`config.mk`:
```
export PLATFORM = sky130hd
export DESIGN_NAME = ysyx_22041071_fetch_ctrl
export DESIGN_NICKNAME = d
export VERILOG_FILES = /design/src/rtl/ysyx_22041071_fetch_ctrl.sv
export SDC_FILE = /design/constraint.sdc
export NUM_CORES = 1
export LEC_CHECK = 0
export ABC_AREA = 0
export BUFFER_PORTS_ARGS = -buffer_cell sky130_fd_sc_hd__buf_2
export CAP_MARGIN = 20
export CORE_ASPECT_RATIO = 0.5
export CORE_MARGIN = 3
export CORE_UTILIZATION = 50
export CTS_CLUSTER_DIAMETER = 150
export CTS_CLUSTER_SIZE = 40
export DETAILED_ROUTE_END_ITERATION = 12
export GPL_ROUTABILITY_DRIVEN = 0
export PLACE_DENSITY = 0.76
export SYNTH_ARGS = -nofsm -noshare
export SYNTH_HDL_FRONTEND = slang
export SYNTH_SLANG_ARGS = --single-unit
```
`constraint.sdc`:
```
create_clock -name clk -period 6.1 [get_ports clk]
set_clock_uncertainty 0.2 [all_clocks]
set_input_delay 1.525 -clock clk [delete_from_list [all_inputs] [get_ports clk]]
set_output_delay 1.525 -clock clk [all_outputs]
set_load 0.03 [all_outputs]
```
`src/rtl/ysyx_22041071_fetch_ctrl.sv`:
```
// Instruction-fetch controller: owns the fetch PC, keeps up to MAX_OUT AXI reads
// in flight and hands 32-bit instructions to decode, dropping wrong-path beats by epoch.
module ysyx_22041071_fetch_ctrl #(
   parameter int unsigned       ADDR_W     = 64,
   parameter int unsigned       DATA_W     = 64,
   parameter int unsigned       MAX_OUT    = 2,
   parameter logic [ADDR_W-1:0] START_ADDR = 64'h8000_0000
) (
   input  logic              clk,
   input  logic              reset,
   input  logic              brch_sel,
   input  logic              jpc_sel,
   input  logic              jrpc_sel,
   input  logic [ADDR_W-1:0] bpc,
   input  logic [ADDR_W-1:0] jpc,
   input  logic [ADDR_W-1:0] jrpc,
   output logic              ar_valid,
   input  logic              ar_ready,
   output logic [ADDR_W-1:0] ar_addr,
   output logic [7:0]        ar_len,
   output logic [2:0]        ar_size,
   input  logic              r_valid,
   output logic              r_ready,
   input  logic [DATA_W-1:0] r_data,
   input  logic [1:0]        r_resp,
   output logic              inst_valid,
   input  logic              inst_ready,
   output logic [ADDR_W-1:0] inst_pc,
   output logic [31:0]       inst,
   output logic              inst_err
);

   localparam int unsigned       OFF        = $clog2(DATA_W / 8);
   localparam int unsigned       PW         = (MAX_OUT > 1) ? $clog2(MAX_OUT) : 1;
   localparam int unsigned       CW         = $clog2(MAX_OUT + 1);
   localparam logic [ADDR_W-1:0] ALIGN_MASK = ~ADDR_W'(DATA_W / 8 - 1);
   localparam logic [CW-1:0]     CNT_MAX    = CW'(MAX_OUT);
   localparam logic [PW-1:0]     PTR_LAST   = PW'(MAX_OUT - 1);

   typedef enum logic {RUN, HALT} state_e;

   state_e              state_q, state_d;
   logic [ADDR_W-1:0]   fetch_pc_q, fetch_pc_d;
   logic                epoch_q, epoch_d;
   logic [CW-1:0]       cnt_q, cnt_d;
   logic [PW-1:0]       wr_ptr_q, wr_ptr_d, rd_ptr_q, rd_ptr_d;
   logic [ADDR_W-1:0]   tag_pc_q [MAX_OUT];
   logic [ADDR_W-1:0]   tag_pc_d [MAX_OUT];
   logic [MAX_OUT-1:0]  tag_ep_q, tag_ep_d;
   logic                hold_q, hold_d;
   logic [ADDR_W-1:0]   ar_pc_q, ar_pc_d;
   logic                ar_ep_q, ar_ep_d;
   logic                fault_pend_q, fault_pend_d;
   logic [ADDR_W-1:0]   fault_pc_q, fault_pc_d;
   logic                redir_prev_q, redir_prev_d;
   logic                drain_q, drain_d;

   logic                redir;
   logic [ADDR_W-1:0]   redir_pc;
   logic [ADDR_W-1:0]   req_pc;
   logic [ADDR_W-1:0]   head_pc;
   logic                head_live;
   logic [31:0]         lane_word;
   logic                ar_fire, r_fire, fault_show;

   function automatic logic [PW-1:0] ptr_inc(input logic [PW-1:0] p);
      return (p == PTR_LAST) ? '0 : p + 1'b1;
   endfunction

   assign redir     = jrpc_sel | jpc_sel | brch_sel;
   assign redir_pc  = jrpc_sel ? jrpc : (jpc_sel ? jpc : bpc);
   assign req_pc    = hold_q ? ar_pc_q : fetch_pc_q;
   assign head_pc   = tag_pc_q[rd_ptr_q];
   assign head_live = (cnt_q != '0) && (tag_ep_q[rd_ptr_q] == epoch_q);
   assign ar_len    = '0;
   assign ar_size   = 3'(OFF);

   if (DATA_W == 64) begin : g_lane64
      assign lane_word = head_pc[2] ? r_data[63:32] : r_data[31:0];
   end else begin : g_lane32
      assign lane_word = r_data[31:0];
   end

   always_ff @(posedge clk) begin
      if (reset) begin
         state_q      <= RUN;
         fetch_pc_q   <= START_ADDR;
         epoch_q      <= 1'b0;
         cnt_q        <= '0;
         wr_ptr_q     <= '0;
         rd_ptr_q     <= '0;
         for (int unsigned i = 0; i < MAX_OUT; i++) tag_pc_q[i] <= '0;
         tag_ep_q     <= '0;
         hold_q       <= 1'b0;
         ar_pc_q      <= '0;
         ar_ep_q      <= 1'b0;
         fault_pend_q <= 1'b0;
         fault_pc_q   <= '0;
         redir_prev_q <= 1'b0;
         drain_q      <= 1'b0;
      end else begin
         state_q      <= state_d;
         fetch_pc_q   <= fetch_pc_d;
         epoch_q      <= epoch_d;
         cnt_q        <= cnt_d;
         wr_ptr_q     <= wr_ptr_d;
         rd_ptr_q     <= rd_ptr_d;
         tag_pc_q     <= tag_pc_d;
         tag_ep_q     <= tag_ep_d;
         hold_q       <= hold_d;
         ar_pc_q      <= ar_pc_d;
         ar_ep_q      <= ar_ep_d;
         fault_pend_q <= fault_pend_d;
         fault_pc_q   <= fault_pc_d;
         redir_prev_q <= redir_prev_d;
         drain_q      <= drain_d;
      end
   end

   always_comb begin
      state_d      = state_q;
      fetch_pc_d   = fetch_pc_q;
      epoch_d      = epoch_q;
      cnt_d        = cnt_q;
      wr_ptr_d     = wr_ptr_q;
      rd_ptr_d     = rd_ptr_q;
      tag_pc_d     = tag_pc_q;
      tag_ep_d     = tag_ep_q;
      hold_d       = hold_q;
      ar_pc_d      = ar_pc_q;
      ar_ep_d      = ar_ep_q;
      fault_pend_d = fault_pend_q;
      fault_pc_d   = fault_pc_q;
      redir_prev_d = redir;
      drain_d      = drain_q;
      ar_fire      = ar_valid && ar_ready;
      r_fire       = r_valid && r_ready;

      // The PC advances once a request is committed to the bus, so a held request never re-advances it.
      if (ar_fire) begin
         tag_pc_d[wr_ptr_q] = req_pc;
         tag_ep_d[wr_ptr_q] = hold_q ? ar_ep_q : epoch_q;
         wr_ptr_d           = ptr_inc(wr_ptr_q);
         hold_d             = 1'b0;
         if (!hold_q) fetch_pc_d = fetch_pc_q + ADDR_W'(4);
      end else if (ar_valid && !hold_q) begin
         hold_d     = 1'b1;
         ar_pc_d    = fetch_pc_q;
         ar_ep_d    = epoch_q;
         fetch_pc_d = fetch_pc_q + ADDR_W'(4);
      end

      if (r_fire) rd_ptr_d = ptr_inc(rd_ptr_q);
      case ({ar_fire, r_fire})
         2'b10:   cnt_d = cnt_q + 1'b1;
         2'b01:   cnt_d = cnt_q - 1'b1;
         default: cnt_d = cnt_q;
      endcase

      if (fault_show && inst_ready) fault_pend_d = 1'b0;
      if (drain_q && cnt_q == '0 && !hold_q) drain_d = 1'b0;

      // Every tag still in flight, plus any held request, is forced to the retiring
      // epoch so a second toggle can never make an older wrong-path beat look live.
      if (redir) begin
         fetch_pc_d = redir_pc;
         epoch_d    = ~epoch_q;
         ar_ep_d    = epoch_q;
         for (int unsigned i = 0; i < MAX_OUT; i++) tag_ep_d[i] = epoch_q;
         if (redir_prev_q) drain_d = 1'b1;
         if (redir_pc[1:0] != 2'b00) begin
            state_d      = HALT;
            fault_pend_d = 1'b1;
            fault_pc_d   = redir_pc;
         end else begin
            state_d      = RUN;
            fault_pend_d = 1'b0;
         end
      end
   end

   always_comb begin
      ar_valid   = !reset && (hold_q || (state_q == RUN && cnt_q < CNT_MAX && !drain_q));
      ar_addr    = req_pc & ALIGN_MASK;
      r_ready    = 1'b0;
      inst_valid = 1'b0;
      inst_pc    = '0;
      inst       = '0;
      inst_err   = 1'b0;
      fault_show = 1'b0;
      if (cnt_q != '0) begin
         if (head_live) begin
            r_ready    = inst_ready;
            inst_valid = r_valid;
            inst_pc    = head_pc;
            if (r_valid) begin
               inst     = lane_word;
               inst_err = (r_resp != 2'b00);
            end
         end else begin
            r_ready = 1'b1;
         end
      end else if (fault_pend_q && !hold_q) begin
         fault_show = 1'b1;
         inst_valid = 1'b1;
         inst_err   = 1'b1;
         inst_pc    = fault_pc_q;
      end
   end

endmodule

```
==> results.json <==
{
  "intPower_w": 0.00308,
  "syn_inst": 2251,
  "grt_max_degree": 174,
  "synth_area_um2": 17500,
  "num_io_pins": 441,
  "cts_hold_buf": 0,
  "grtUsageTotal": 0.258,
  "crit_fanout": 37,
  "status": "complete, no violations",
  "fill_cells": 3175,
  "via_per_inst": 5.44,
  "period_minus_slack_ns": 4.91,
  "wl_um": 50500,
  "yosysTopAreaCellShare": 0.381,
  "htreeDepth": 1,
  "period_share": 0.805,
  "cts.sinks": 333,
  "num_rows": 47,
  "die_x_um": 270,
  "yosysTopAreaCell": "dfxtp_1",
  "cp-start-kind": "flop",
  "comb_power_share": 0.236,
  "ys_seq_area_frac": 0.381,
  "clock_path_buffers": 3,
  "port_buffers": 426,
  "drive_above_1_share": 0.208,
  "cts_resized": 0,
  "synth.distinct_cells": 56,
  "drc": 0,
  "clk_pin_slew_ns": 0.14,
  "grt-ovfl-total": 0,
  "start_util": 0.518,
  "wl_per_cell_um": 17.2,
  "ys.flop_type": "dfxtp_1",
  "power_frac_clock": 0.235,
  "synth-edff-count": 0,
  "arrival_ns": 3.18,
  "place_ws_ns": 1.63,
  "grt_setup_unrepaired": "no",
  "clk-insertion-delay-late_ns": 0.53,
  "synth-seq-cells": 333,
  "tns_ns": 0,
  "grt_pass1_vias": 14900,
  "worst_pin_slew_ns": 1.11,
  "synth_warnings": 0,
  "hold_path_class": "flop to flop",
  "core_area_um2": 33800,
  "synth_area_leaders": "dfxtp_1 38%, mux2i_1 11%, nand2_1 10%",
  "dr.pass1.iters": 6,
  "fin_util": 0.577,
  "timing.final.ws_setup_ns": 1.19,
  "cap_violations": 0,
  "synthToLayoutAreaGrowth_pct": 11.4,
  "cts_root_buf": "clkbuf_16",
  "antenna_found_initial": 2,
  "finish.net_count": 2735,
  "relSlewSlack": 0.259,
  "p_seq_frac": 0.529,
  "power_switching_w": 0.00153,
  "swShare": 0.333,
  "p_leak_nw": 7.90,
  "final_hold_viol_count": 0,
  "report.final.slew_viol_count": 0,
  "die_h_um": 138,
  "critPathKind": "flop to output port",
  "cts_setup_buffers": 0,
  "finalSetupViolations": 0,
  "cts_tree": "yes",
  "cellPowerDensity_nw_per_um2": 237,
  "avgSynthCellArea_um2": 7.77,
  "fmax_mhz": 204,
  "synthArstFlopShare": 0,
  "ff2ff_path_depth": 8,
  "via_count": 16000,
  "dp_hpwl_um": 36500,
  "whs_ns": 0.261,
  "drt-initial-drc-count": 1521,
  "antenna_left": 0,
  "endpoint_kind": "output port",
  "cts_buffers": 12,
  "grt_pass1_wl_um": 80500,
  "whs_path_depth": 2,
  "peakVddDrop_v": 0.000170,
  "dieArea_um2": 37400,
  "cp.required_ns": 4.38
}
-- per-stage QoR --
step           std cells  cell area, µm²  total power [W]
3_3_place_gp        2918           19100          0.00355
5_1_grt             2935           19500          0.00482
4_1_cts             2933           19500          0.00462
2_1_floorplan       2263           17500          0.00326
6_report            2935           19500          0.00461
3_5_place_dp        2918           19100          0.00357
-- per-layer routing --
metal | up-vias | track usage | share of wire
li1 | 7985 | - | -
met1 | 7450 | 0.350 | 0.44
met2 | 475 | 0.437 | 0.48
met3 | 65 | 0.0393 | 0.058
met4 | 0 | 0.0558 | 0.021
met5 | - | 0 | 0
-- Yosys cell counts (7+ instances only) --
cell	number
nand2_1	484
and4_1	7
xor2_1	19
buf_4	86
and2_1	7
a311oi_1	9
inv_1	67
nor2_1	210
nand4_1	16
a211oi_2	10
o21ai_0	138
or3_1	9
a21oi_1	169
a211oi_1	169
nor4_2	11
buf_2	43
mux2i_1	191
and3_1	15
clkbuf_1	105
xnor2_1	40
buf_1	18
dfxtp_1	333
nand3_1	25
nor3_1	17
-- registers in the layout, summed over array words and instances (netlist names), 2 cells and up --
register / cells
ar_pc_q: 64
cnt_q: 2
fault_pc_q: 64
fetch_pc_q: 64
tag_ep_q: 2
tag_pc_q: 128
-- final timing paths --
kind | slack (ns) | start | endpoint
setup / recovery | 1.19 | rd_ptr_q$_SDFFE_PP0P_ | inst[8]
setup reg to reg | 2.31 | hold_q$_SDFFE_PP0P_ | tag_pc_q[82]$_SDFFE_PP0P_
hold reg to reg | 0.26 | fault_pc_q[51]$_SDFFE_PP0P_ | fault_pc_q[51]$_SDFFE_PP0P_
hold / removal | 0.26 | fault_pc_q[51]$_SDFFE_PP0P_ | fault_pc_q[51]$_SDFFE_PP0P_
-- area by class of cell --
type | count | area [µm²] | share of cell area
diodes | 2 | 5.00 | 0.000257
clock buffers | 14 | 329 | 0.0169
clock inverters | 1 | 30.0 | 0.00154
inverters | 67 | 251 | 0.0129
multi-input cells | 1607 | 9280 | 0.477
flip-flops and latches | 333 | 6670 | 0.343
well taps | 465 | 582 | 0.0299
repair buffers | 446 | 2320 | 0.119
-- worst max-delay path, stage by stage, from the launching register on --
cell	delay (ns)
dfxtp_4	0.83
mux2i_1	0.29
xnor2_1	0.11
o21bai_4	0.19
inv_1	0.07
nand2_1	0.55
a21oi_1	0.37
buf_2	0.25
-- power by group through the flow --
| stage | combinational, W | clock [W] | sequential, W |
|---|---|---|---|
| floorplan | 0.000838 | 0 | 0.00243 |
| global placement | 0.00107 | 0 | 0.00248 |
| detailed placement | 0.00108 | 0 | 0.00249 |
| CTS | 0.00109 | 0.00109 | 0.00244 |
| global route | 0.00119 | 0.00117 | 0.00246 |
| finish | 0.00109 | 0.00108 | 0.00244 |
-- layout by cell type, fill, tap and decap left out, drive strengths merged, types with 2 or more instances in the layout --
cell type | Yosys | final
nand2 | 485 | 485
nand3 | 29 | 29
nor3 | 23 | 23
clkbuf | 105 | 14
a21oi | 170 | 170
or3 | 10 | 10
conb | 2 | 14
and3 | 15 | 15
xnor2 | 40 | 40
xor2 | 19 | 19
and2 | 8 | 8
nand2b | 2 | 2
o21ai | 138 | 138
buf | 151 | 446
a311oi | 9 | 9
nor4 | 13 | 13
o22ai | 2 | 2
and4 | 7 | 7
or2 | 2 | 2
a221o | 2 | 2
ha | 2 | 2
a31oi | 2 | 2
dfxtp | 333 | 333
inv | 67 | 67
nor2b | 2 | 2
nor2 | 213 | 213
nand4 | 19 | 19
a211oi | 179 | 179
diode | 0 | 2
mux2i | 191 | 191
o31ai | 2 | 2
-- cell families after synthesis --
kind of cell               Yosys count  synth area share
muxes                              192             0.110
buffers and inverters              323            0.0926
other                                2          0.000430
AOI/OAI and AO/OA                  509             0.178
and+or+nand+nor                    831             0.206
xor gates and xnor gates            59            0.0296
DFF                                333             0.381
adders and majority gates            2           0.00143
(Power assumes the default switching activity.)
